`config.mk`:
```
export PLATFORM = sky130hd
export DESIGN_NAME = kbd_seq_encoder
export DESIGN_NICKNAME = d
export VERILOG_FILES = /design/src/rtl/kbd_seq_pkg.sv /design/src/rtl/kbd_seq_encoder_fifo.sv /design/src/rtl/kbd_seq_encoder.sv
export SDC_FILE = /design/constraint.sdc
export NUM_CORES = 1
export LEC_CHECK = 0
export CAP_MARGIN = 25
export CORE_MARGIN = 8
export CORE_UTILIZATION = 41
export CTS_CLUSTER_DIAMETER = 200
export DETAILED_ROUTE_END_ITERATION = 8
export PLACE_DENSITY_LB_ADDON = 0.15
export SLEW_MARGIN = 10
export SYNTH_ARGS = -nofsm -noshare
export SYNTH_HDL_FRONTEND = slang
export SYNTH_SLANG_ARGS = --single-unit
```
`constraint.sdc`:
```
create_clock -name clk -period 5.2 [get_ports clk]
set_input_delay 1.3 -clock clk [delete_from_list [all_inputs] [get_ports clk]]
set_output_delay 1.3 -clock clk [all_outputs]
set_load 0.005 [all_outputs]
```
`src/rtl/kbd_seq_pkg.sv`:
```
// Shared definitions for the keyboard-to-VT52 sequence encoder.
//   - key code constants for cursor and function keys
//   - control bytes (ESC, CR, LF)
//   - FSM state enum
//   - map_code(): raw key code -> {valid, two_byte, byte0, byte1}
package kbd_seq_pkg;

  localparam logic [7:0] KEY_UP    = 8'h80;
  localparam logic [7:0] KEY_DOWN  = 8'h81;
  localparam logic [7:0] KEY_RIGHT = 8'h82;
  localparam logic [7:0] KEY_LEFT  = 8'h83;
  localparam logic [7:0] KEY_F1    = 8'h84;
  localparam logic [7:0] KEY_F2    = 8'h85;
  localparam logic [7:0] KEY_F3    = 8'h86;
  localparam logic [7:0] KEY_F4    = 8'h87;

  localparam logic [7:0] ESC = 8'h1B;
  localparam logic [7:0] CR  = 8'h0D;
  localparam logic [7:0] LF  = 8'h0A;

  typedef enum logic [1:0] {
    IDLE  = 2'd0,
    SEND1 = 2'd1,
    SEND2 = 2'd2
  } state_t;

  typedef struct packed {
    logic       valid;
    logic       two_byte;
    logic [7:0] byte0;
    logic [7:0] byte1;
  } map_t;

  function automatic map_t map_code(input logic [7:0] code, input logic crlf);
    map_t m;
    m = '0;
    if (!code[7]) begin
      m.valid = 1'b1;
      m.byte0 = code;
      if (crlf && code == CR) begin
        m.two_byte = 1'b1;
        m.byte1    = LF;
      end
    end else begin
      m.valid    = 1'b1;
      m.two_byte = 1'b1;
      m.byte0    = ESC;
      case (code)
        KEY_UP:    m.byte1 = 8'h41;
        KEY_DOWN:  m.byte1 = 8'h42;
        KEY_RIGHT: m.byte1 = 8'h43;
        KEY_LEFT:  m.byte1 = 8'h44;
        KEY_F1:    m.byte1 = 8'h50;
        KEY_F2:    m.byte1 = 8'h51;
        KEY_F3:    m.byte1 = 8'h52;
        KEY_F4:    m.byte1 = 8'h53;
        default:   m = '0;  // 0x88-0xFF: no output
      endcase
    end
    return m;
  endfunction

endpackage

```
`src/rtl/kbd_seq_encoder_fifo.sv`:
```
// Synchronous FIFO holding raw key codes.
// Ports:
//   clk, reset        clock and synchronous active-high reset
//   wr_en, din        push request and data
//   full              no free entry
//   rd_en, dout       pop request; dout is the head entry (combinational)
//   empty             no stored entry
// A push while full is accepted only if a pop happens in the same cycle,
// in which case the freed slot is the one written.
module kbd_fifo #(
  parameter int DEPTH = 4,
  parameter int WIDTH = 8
) (
  input  logic             clk,
  input  logic             reset,
  input  logic             wr_en,
  input  logic [WIDTH-1:0] din,
  output logic             full,
  input  logic             rd_en,
  output logic [WIDTH-1:0] dout,
  output logic             empty
);
  import kbd_seq_pkg::*;

  localparam int AW = $clog2(DEPTH);
  localparam logic [AW:0] PTR_ONE = 1;

  logic [WIDTH-1:0] mem [DEPTH];
  logic [AW:0]      wr_ptr;
  logic [AW:0]      rd_ptr;
  logic             do_wr;
  logic             do_rd;

  // The extra pointer MSB separates full (MSBs differ) from empty (equal).
  assign empty = (wr_ptr == rd_ptr);
  assign full  = (wr_ptr[AW] != rd_ptr[AW]) && (wr_ptr[AW-1:0] == rd_ptr[AW-1:0]);
  assign do_rd = rd_en && !empty;
  assign do_wr = wr_en && (!full || do_rd);
  assign dout  = mem[rd_ptr[AW-1:0]];

  always_ff @(posedge clk) begin
    if (reset) begin
      wr_ptr <= '0;
      rd_ptr <= '0;
    end else begin
      if (do_wr) wr_ptr <= wr_ptr + PTR_ONE;
      if (do_rd) rd_ptr <= rd_ptr + PTR_ONE;
    end
  end

  always_ff @(posedge clk) begin
    if (do_wr) mem[wr_ptr[AW-1:0]] <= din;
  end

endmodule

```
`src/rtl/kbd_seq_encoder.sv`:
```
// Keyboard key-code to VT52 byte-stream encoder.
// Ports:
//   clk, reset       clock and synchronous active-high reset
//   usb_kbd          raw key code, stable while kbd_strobe is high
//   kbd_strobe       key event strobe, may be asynchronous to clk
//   m_tdata/m_tvalid/m_tready  byte stream towards the UART
//   overflow         one-cycle pulse when a key is dropped (FIFO full)
//
// state | meaning
// IDLE  | nothing presented; pop FIFO head if any
// SEND1 | first byte presented, waiting for handshake
// SEND2 | second byte (ESC suffix or LF) presented, waiting for handshake
module kbd_seq_encoder #(
  parameter int DEPTH = 4,
  parameter bit CRLF  = 1'b0
) (
  input  logic       clk,
  input  logic       reset,
  input  logic [7:0] usb_kbd,
  input  logic       kbd_strobe,
  output logic [7:0] m_tdata,
  output logic       m_tvalid,
  input  logic       m_tready,
  output logic       overflow
);
  import kbd_seq_pkg::*;

  logic       s1, s2, s3;
  logic       key_event;
  logic       fifo_full;
  logic       fifo_empty;
  logic       rd_en;
  logic [7:0] fifo_dout;

  state_t     state, state_n;
  logic [7:0] tdata_n;
  logic       tvalid_n;
  logic [7:0] byte1, byte1_n;
  logic       pend, pend_n;
  map_t       m;

  always_ff @(posedge clk) begin
    if (reset) begin
      s1 <= 1'b0;
      s2 <= 1'b0;
      s3 <= 1'b0;
    end else begin
      s1 <= kbd_strobe;
      s2 <= s1;
      s3 <= s2;
    end
  end

  assign key_event = s2 && !s3;

  kbd_fifo #(.DEPTH(DEPTH), .WIDTH(8)) u_fifo (
    .clk   (clk),
    .reset (reset),
    .wr_en (key_event),
    .din   (usb_kbd),
    .full  (fifo_full),
    .rd_en (rd_en),
    .dout  (fifo_dout),
    .empty (fifo_empty)
  );

  // A full FIFO still takes the key when the head is popped this cycle.
  always_ff @(posedge clk) begin
    if (reset) overflow <= 1'b0;
    else       overflow <= key_event && fifo_full && !rd_en;
  end

  always_ff @(posedge clk) begin
    if (reset) begin
      state    <= IDLE;
      m_tdata  <= 8'h00;
      m_tvalid <= 1'b0;
      byte1    <= 8'h00;
      pend     <= 1'b0;
    end else begin
      state    <= state_n;
      m_tdata  <= tdata_n;
      m_tvalid <= tvalid_n;
      byte1    <= byte1_n;
      pend     <= pend_n;
    end
  end

  always_comb begin
    state_n  = state;
    tdata_n  = m_tdata;
    tvalid_n = m_tvalid;
    byte1_n  = byte1;
    pend_n   = pend;
    rd_en    = 1'b0;
    m        = map_code(fifo_dout, CRLF);
    case (state)
      IDLE: begin
        if (!fifo_empty) begin
          rd_en = 1'b1;
          if (m.valid) begin
            tdata_n  = m.byte0;
            tvalid_n = 1'b1;
            byte1_n  = m.byte1;
            pend_n   = m.two_byte;
            state_n  = SEND1;
          end
        end
      end
      SEND1: begin
        if (m_tready) begin
          if (pend) begin
            tdata_n = byte1;
            pend_n  = 1'b0;
            state_n = SEND2;
          end else begin
            tvalid_n = 1'b0;
            state_n  = IDLE;
          end
        end
      end
      SEND2: begin
        if (m_tready) begin
          tvalid_n = 1'b0;
          state_n  = IDLE;
        end
      end
      default: begin
        tvalid_n = 1'b0;
        pend_n   = 1'b0;
        state_n  = IDLE;
      end
    endcase
  end

endmodule

```
==> impl_metrics.xml, run 1 <==
<?xml version="1.0" encoding="UTF-8"?>
<metrics>
  <group name="drt">
    <metric name="vias_per_cell" unit="">5.44</metric>
    <metric name="drtIter0Drc" unit="">99</metric>
    <metric name="ant_nets" unit="">0</metric>
    <metric name="post_drt_wl_per_cell" unit="um">16.9</metric>
    <metric name="num_vias" unit="">1582</metric>
    <metric name="drc_errors" unit="">0</metric>
    <metric name="route.final.wire_length" unit="um">4930</metric>
    <metric name="drt-pass1-iter-count" unit="">4</metric>
  </group>
  <group name="timing">
    <metric name="rsz0062_at_grt" unit="">no</metric>
    <metric name="slew_headroom" unit="%">36.5</metric>
    <metric name="maxSlewViolCount" unit="">0</metric>
    <metric name="post-route-min-period" unit="ns">2.49</metric>
    <metric name="maxClockFrequency" unit="MHz">402</metric>
    <metric name="fin_worst_skew" unit="ns">0.0107</metric>
    <metric name="worst_hold_slack" unit="ns">0.449</metric>
    <metric name="finalCritPeriodShare" unit="%">47.8</metric>
    <metric name="timing.setup.tns" unit="ns">0</metric>
    <metric name="final_hold_viol_count" unit="">0</metric>
    <metric name="tightest_slew" unit="ns">0.949</metric>
    <metric name="finalSetupViolCount" unit="">0</metric>
  </group>
  <group name="cts">
    <metric name="cts_buffer_depth" unit="">2</metric>
    <metric name="clock_sinks" unit="">60</metric>
    <metric name="cts-htree-levels" unit="">3</metric>
    <metric name="tritoncts_buffer_count" unit="">9</metric>
    <metric name="cts.repair_timing.setup_buffer_count" unit="">0</metric>
    <metric name="postCtsResizedCells" unit="">0</metric>
    <metric name="clk-insertion-delay-late" unit="ns">0.33</metric>
    <metric name="clkTransAtPathRegs" unit="ns">0.07</metric>
    <metric name="tritoncts_clock_tree" unit="">built</metric>
    <metric name="cts_hold_repair.buffers" unit="">0</metric>
    <metric name="ctsRootBufferMaster" unit="">sky130_fd_sc_hd__clkbuf_8</metric>
  </group>
  <group name="pwr">
    <metric name="power.total" unit="W">0.00136</metric>
    <metric name="p_per_area" unit="nW/um^2">447</metric>
    <metric name="ir_worst_vdd" unit="mV">0.207</metric>
    <metric name="power_leakage" unit="nW">1.01</metric>
  </group>
  <group name="yosys">
    <metric name="post_synth_edffs" unit="">32</metric>
    <metric name="syn-instance-count" unit="">187</metric>
    <metric name="synthDominantAreaCellType" unit="">sky130_fd_sc_hd__edfxtp_1</metric>
    <metric name="synth_top_area_share" unit="%">37.3</metric>
    <metric name="postSynthRegisterBits" unit="">60</metric>
    <metric name="postSynth.topFlopCell" unit="">sky130_fd_sc_hd__edfxtp_1</metric>
    <metric name="net_count_of_the_mapped_netlist" unit="">204</metric>
    <metric name="synth_cell_type_count" unit="">47</metric>
    <metric name="syn-cell-area" unit="um^2">2580</metric>
    <metric name="yosys_warnings" unit="">0</metric>
    <metric name="postSynth.asyncResetShare" unit="%">0</metric>
    <metric name="synth_area_leaders" unit="">sky130_fd_sc_hd__edfxtp_1, sky130_fd_sc_hd__dfxtp_1, sky130_fd_sc_hd__mux4_1, sky130_fd_sc_hd__mux4_2, sky130_fd_sc_hd__a211oi_2</metric>
    <metric name="seq_area_frac_synth" unit="%">59.0</metric>
    <metric name="syn_area_per_cell" unit="um^2">13.8</metric>
  </group>
  <group name="final_layout">
    <metric name="layout_commonest_cell" unit="">sky130_fd_sc_hd__edfxtp_1</metric>
    <metric name="antenna_diode_count" unit="">0</metric>
    <metric name="final_cell_mix" unit="">sky130_fd_sc_hd__edfxtp_1, sky130_fd_sc_hd__dfxtp_1, sky130_fd_sc_hd__clkdlybuf4s50_1, sky130_fd_sc_hd__clkbuf_8</metric>
    <metric name="final.fill_count" unit="">547</metric>
    <metric name="final_area" unit="um^2">3050</metric>
    <metric name="syn2layout_area_growth" unit="%">18.5</metric>
    <metric name="drive_gt1_share" unit="%">15.9</metric>
    <metric name="multi_input_area" unit="um^2">983</metric>
    <metric name="finish.net_count" unit="">226</metric>
    <metric name="register_area" unit="um^2">1520</metric>
    <metric name="post-route-util" unit="%">49.2</metric>
  </group>
  <group name="die">
    <metric name="die_w" unit="um">95.3</metric>
    <metric name="initial_core_util" unit="%">41.5</metric>
    <metric name="pin_count" unit="">22</metric>
    <metric name="dieArea" unit="um^2">9080</metric>
    <metric name="die_height" unit="um">95.3</metric>
    <metric name="placement_rows" unit="">29</metric>
    <metric name="core_area" unit="um^2">6200</metric>
  </group>
  <group name="global_routing">
    <metric name="first_pass_grt_wire_length" unit="um">8380</metric>
    <metric name="globalRouteOverflowTotal" unit="">0</metric>
    <metric name="first_global_vias" unit="">1644</metric>
    <metric name="antenna_found_initial" unit="">0</metric>
    <metric name="grt_max_degree" unit="">31</metric>
    <metric name="grt_use_total" unit="%">12.3</metric>
  </group>
  <group name="status">
    <metric name="status" unit="">finished, final reports clean</metric>
  </group>
  <group name="run">
    <metric name="max_cap_violations" unit="">0</metric>
  </group>
  <group name="place">
    <metric name="dpl_cell_area" unit="um^2">2820</metric>
    <metric name="place.port_buffers" unit="">20</metric>
    <metric name="dpl.hpwl" unit="um">3430</metric>
    <metric name="gpl.final_weighted_congestion" unit="">0.830</metric>
  </group>
  <group name="critical_path">
    <metric name="end_kind" unit="">flop</metric>
    <metric name="reg2reg_slack" unit="ns">2.71</metric>
    <metric name="worstSetupPathType" unit="">reg -&gt; reg</metric>
    <metric name="cp_max_fo" unit="">8</metric>
    <metric name="critical_path.startpoint_type" unit="">flop</metric>
    <metric name="arrival" unit="ns">2.69</metric>
    <metric name="critical_path_required" unit="ns">5.41</metric>
  </group>
  <group name="worst_hold_path">
    <metric name="hold_start" unit="">s1$_SDFF_PP0_</metric>
    <metric name="worstHoldPathType" unit="">reg -&gt; reg</metric>
  </group>
</metrics>
per-layer routing:
metal,GRT usage [%],up-vias,share of wire [%]
li1,-,754,-
met1,15.0,777,44
met2,19.5,44,48
met3,3.62,7,6.5
met4,6.24,0,1.8
met5,0,-,0
worst paths after layout:
path / end / cells past startpoint
max: m_tdata[2]$_SDFFE_PP0P_ / 4
min: s2$_SDFF_PP0_ / 1
max reg2reg: m_tdata[2]$_SDFFE_PP0P_ / 4
min reg2reg: s2$_SDFF_PP0_ / 1
final cells by class:
type	count	area share [%]
well taps	77	3.15
flip-flops and latches	60	49.8
inverters	6	0.737
clock inverters	7	2.99
clock buffers	9	4.06
repair buffers	21	7.05
multi-input cells	111	32.2
registers in the layout, indices dropped and copies added (netlist names), 2 cells and up, named ones only:
| name | cells |
|---|---|
| u_fifo.wr_ptr | 3 |
| m_tdata | 7 |
| state | 2 |
| u_fifo.rd_ptr | 3 |
| byte1 | 5 |
| u_fifo.mem | 32 |
cell usage after synthesis (2+ instances only):
library cell	n
sky130_fd_sc_hd__mux4_2	3
sky130_fd_sc_hd__o32ai_1	5
sky130_fd_sc_hd__a211oi_2	5
sky130_fd_sc_hd__xor2_1	2
sky130_fd_sc_hd__nor2b_1	7
sky130_fd_sc_hd__ha_1	5
sky130_fd_sc_hd__nand2_1	4
sky130_fd_sc_hd__a221oi_1	3
sky130_fd_sc_hd__and2_1	3
sky130_fd_sc_hd__nand3_1	2
sky130_fd_sc_hd__mux4_1	5
sky130_fd_sc_hd__inv_1	6
sky130_fd_sc_hd__nor2_1	8
sky130_fd_sc_hd__nor3b_1	6
sky130_fd_sc_hd__nand3b_1	2
sky130_fd_sc_hd__nand2b_1	7
sky130_fd_sc_hd__xnor2_1	6
sky130_fd_sc_hd__o21ai_0	3
sky130_fd_sc_hd__a21oi_1	8
sky130_fd_sc_hd__a211oi_1	5
sky130_fd_sc_hd__edfxtp_1	32
sky130_fd_sc_hd__mux2i_1	2
sky130_fd_sc_hd__dfxtp_1	28
sky130_fd_sc_hd__clkbuf_1	7
through the flow:
stage          worst slack, ns  instances
2_1_floorplan             3.06        187
6_report                  2.71        291
3_3_place_gp              2.19        274
3_5_place_dp              2.07        274
5_1_grt                   2.56        291
4_1_cts                   2.48        290
report_power, final:
group	internal, W	switching, W	total, W
Clock	0.000268	0.000182	0.000450
Sequential	0.000538	0.0000373	0.000576
Combinational	0.000159	0.000180	0.000338
worst max-delay path, stage by stage (launching register included):
cell and delay [ns]:
sky130_fd_sc_hd__dfxtp_1 0.64, sky130_fd_sc_hd__mux4_1 0.79, sky130_fd_sc_hd__o41ai_4 0.50, sky130_fd_sc_hd__a21o_2 0.33
sky130_fd_sc_hd__a211oi_2 0.10
kinds of logic after synthesis:
group / count (synthesis) / synth area share (%)
AO/OA/AOI/OAI: 40 / 13.3
adder cells (fa/ha/maj): 5 / 2.43
XOR/XNOR: 8 / 2.72
AND/OR/NAND/NOR: 47 / 11.1
other: 1 / 0.145
flip-flops: 60 / 59.0
multiplexers: 10 / 8.50
buffers and inverters: 16 / 2.82
No activity file was read; power rests on OpenSTA's default activity.
==> inputs of run 2 (changes only) <==
Clock period 5.2 ns to 2.41 ns, I/O delays scaled along.
==> run 2 against run 1 <==
Against the previous run:
- register-to-register slack lost 2.5 ns
- worst hold slack got worse by 0.011 ns
- first-iteration DRC count rose by 1.0%
==> impl_metrics.xml, run 2 (synthesis gave the netlist of run 1 again) <==
<?xml version="1.0" encoding="UTF-8"?>
<metrics>
  <group name="critical_path">
    <metric name="end_kind" unit="">flop</metric>
    <metric name="worstSetupPathType" unit="">reg -&gt; reg</metric>
    <metric name="critical_path.startpoint_type" unit="">flop</metric>
    <metric name="cp_max_fo" unit="">8</metric>
    <metric name="worst_r2r_path_depth" unit="">4</metric>
    <metric name="arrival" unit="ns">2.42</metric>
    <metric name="critical_path_required" unit="ns">2.61</metric>
  </group>
  <group name="timing">
    <metric name="post-route-min-period" unit="ns">2.22</metric>
    <metric name="maxClockFrequency" unit="MHz">450</metric>
    <metric name="timing.setup.tns" unit="ns">0</metric>
    <metric name="final_hold_viol_count" unit="">0</metric>
    <metric name="maxSlewViolCount" unit="">0</metric>
    <metric name="finalSetupViolCount" unit="">0</metric>
    <metric name="slew_headroom" unit="%">65.9</metric>
    <metric name="fin_worst_skew" unit="ns">0.00841</metric>
    <metric name="finalCritPeriodShare" unit="%">92.2</metric>
    <metric name="fin_ws" unit="ns">0.187</metric>
    <metric name="tightest_slew" unit="ns">0.510</metric>
    <metric name="rsz0062_at_grt" unit="">no</metric>
  </group>
  <group name="run">
    <metric name="max_cap_violations" unit="">0</metric>
  </group>
  <group name="global_routing">
    <metric name="grt_use_total" unit="%">11.2</metric>
    <metric name="globalRouteOverflowTotal" unit="">0</metric>
    <metric name="grt_max_degree" unit="">16</metric>
    <metric name="first_global_vias" unit="">1600</metric>
    <metric name="antenna_found_initial" unit="">0</metric>
    <metric name="first_pass_grt_wire_length" unit="um">7710</metric>
  </group>
  <group name="cts">
    <metric name="clkTransAtPathRegs" unit="ns">0.07</metric>
    <metric name="ctsRootBufferMaster" unit="">sky130_fd_sc_hd__clkbuf_8</metric>
    <metric name="cts.repair_timing.setup_buffer_count" unit="">0</metric>
    <metric name="clock_sinks" unit="">60</metric>
    <metric name="cts-htree-levels" unit="">3</metric>
    <metric name="cts_hold_repair.buffers" unit="">0</metric>
    <metric name="cts_buffer_depth" unit="">2</metric>
    <metric name="tritoncts_clock_tree" unit="">built</metric>
    <metric name="clk-insertion-delay-late" unit="ns">0.33</metric>
    <metric name="postCtsResizedCells" unit="">0</metric>
    <metric name="tritoncts_buffer_count" unit="">9</metric>
  </group>
  <group name="drt">
    <metric name="route.final.wire_length" unit="um">4720</metric>
    <metric name="num_vias" unit="">1572</metric>
    <metric name="drtIter0Drc" unit="">100</metric>
    <metric name="vias_per_cell" unit="">5.26</metric>
    <metric name="post_drt_wl_per_cell" unit="um">15.8</metric>
    <metric name="ant_nets" unit="">0</metric>
    <metric name="drc_errors" unit="">0</metric>
    <metric name="drt-pass1-iter-count" unit="">4</metric>
  </group>
  <group name="die">
    <metric name="dieArea" unit="um^2">9080</metric>
    <metric name="die_height" unit="um">95.3</metric>
    <metric name="pin_count" unit="">22</metric>
    <metric name="placement_rows" unit="">29</metric>
    <metric name="initial_core_util" unit="%">41.5</metric>
    <metric name="die_w" unit="um">95.3</metric>
    <metric name="core_area" unit="um^2">6200</metric>
  </group>
  <group name="pwr">
    <metric name="ir_worst_vdd" unit="mV">0.378</metric>
    <metric name="p_per_area" unit="nW/um^2">934</metric>
    <metric name="power_leakage" unit="nW">1.03</metric>
  </group>
  <group name="place">
    <metric name="place.port_buffers" unit="">20</metric>
    <metric name="gpl.final_weighted_congestion" unit="">0.767</metric>
    <metric name="place_worst_setup_slack" unit="ns">0.159</metric>
    <metric name="dpl.hpwl" unit="um">3420</metric>
    <metric name="numPlacedInstances" unit="">283</metric>
  </group>
  <group name="final_layout">
    <metric name="antenna_diode_count" unit="">0</metric>
    <metric name="layout_commonest_cell" unit="">sky130_fd_sc_hd__edfxtp_1</metric>
    <metric name="syn2layout_area_growth" unit="%">19.7</metric>
    <metric name="finish.net_count" unit="">234</metric>
    <metric name="flip_flop_count_of_the_largest_register_after_layout" unit="">32</metric>
    <metric name="drive_gt1_share" unit="%">17.6</metric>
    <metric name="final_cell_mix" unit="">sky130_fd_sc_hd__edfxtp_1, sky130_fd_sc_hd__dfxtp_1, sky130_fd_sc_hd__clkdlybuf4s50_1, sky130_fd_sc_hd__clkbuf_8, sky130_fd_sc_hd__buf_4</metric>
    <metric name="final_cells" unit="">299</metric>
  </group>
  <group name="status">
    <metric name="status" unit="">finished, final reports clean</metric>
  </group>
  <group name="worst_hold_path">
    <metric name="worstHoldPathType" unit="">reg -&gt; reg</metric>
    <metric name="hold_path_depth" unit="">1</metric>
  </group>
</metrics>
-- run 2: cell type report --
cell class | instances | area (um^2)
fillers | 528 | 3120
repair buffers | 29 | 268
multi-input cells | 111 | 983
clock buffers | 11 | 141
clock inverters | 5 | 52.6
well taps | 77 | 96.3
flip-flops and latches | 60 | 1520
inverters | 6 | 22.5
-- run 2: where the power goes --
| group | leakage, nW | internal (W) | total [W] | switching (W) |
|---|---|---|---|---|
| Combinational | 0.420 | 0.000386 | 0.000783 | 0.000397 |
| Clock | 0.0906 | 0.000499 | 0.000874 | 0.000375 |
| Sequential | 0.517 | 0.00116 | 0.00123 | 0.0000643 |
-- run 2: per-stage QoR --
step	total power [W]	hold WS (ns)	util (%)	instance area, um^2
floorplan	0.00176	0.414	-	2580
CTS	0.00291	0.447	49.7	3090
detailed placement	0.00204	0.431	46.6	2890
global route	0.00303	0.460	49.7	3090
finish	0.00288	0.438	49.7	3090
global placement	0.00202	0.420	46.6	2890
-- run 2: final timing paths --
kind	from	endpoint	slack, ns
max	flop	m_tdata[0]$_SDFFE_PP0P_	0.19
min	s1$_SDFF_PP0_	s2$_SDFF_PP0_	0.44
min reg2reg	s1$_SDFF_PP0_	s2$_SDFF_PP0_	0.44
max reg2reg	flop	m_tdata[0]$_SDFFE_PP0P_	0.19
-- run 2: layer usage --
layer	share of wire (%)	vias up	track usage (%)
li1	-	768	-
met1	46	768	13.0
met2	48	29	18.5
met3	5.0	7	4.17
met4	1.3	0	4.29
met5	0	-	0
-- run 2: worst max-delay path, cell delays in order, from the launching register on --
cell	delay, ns
sky130_fd_sc_hd__dfxtp_1	0.47
sky130_fd_sc_hd__mux4_2	0.62
sky130_fd_sc_hd__o41ai_4	0.59
sky130_fd_sc_hd__a21o_2	0.32
sky130_fd_sc_hd__a211oi_2	0.10
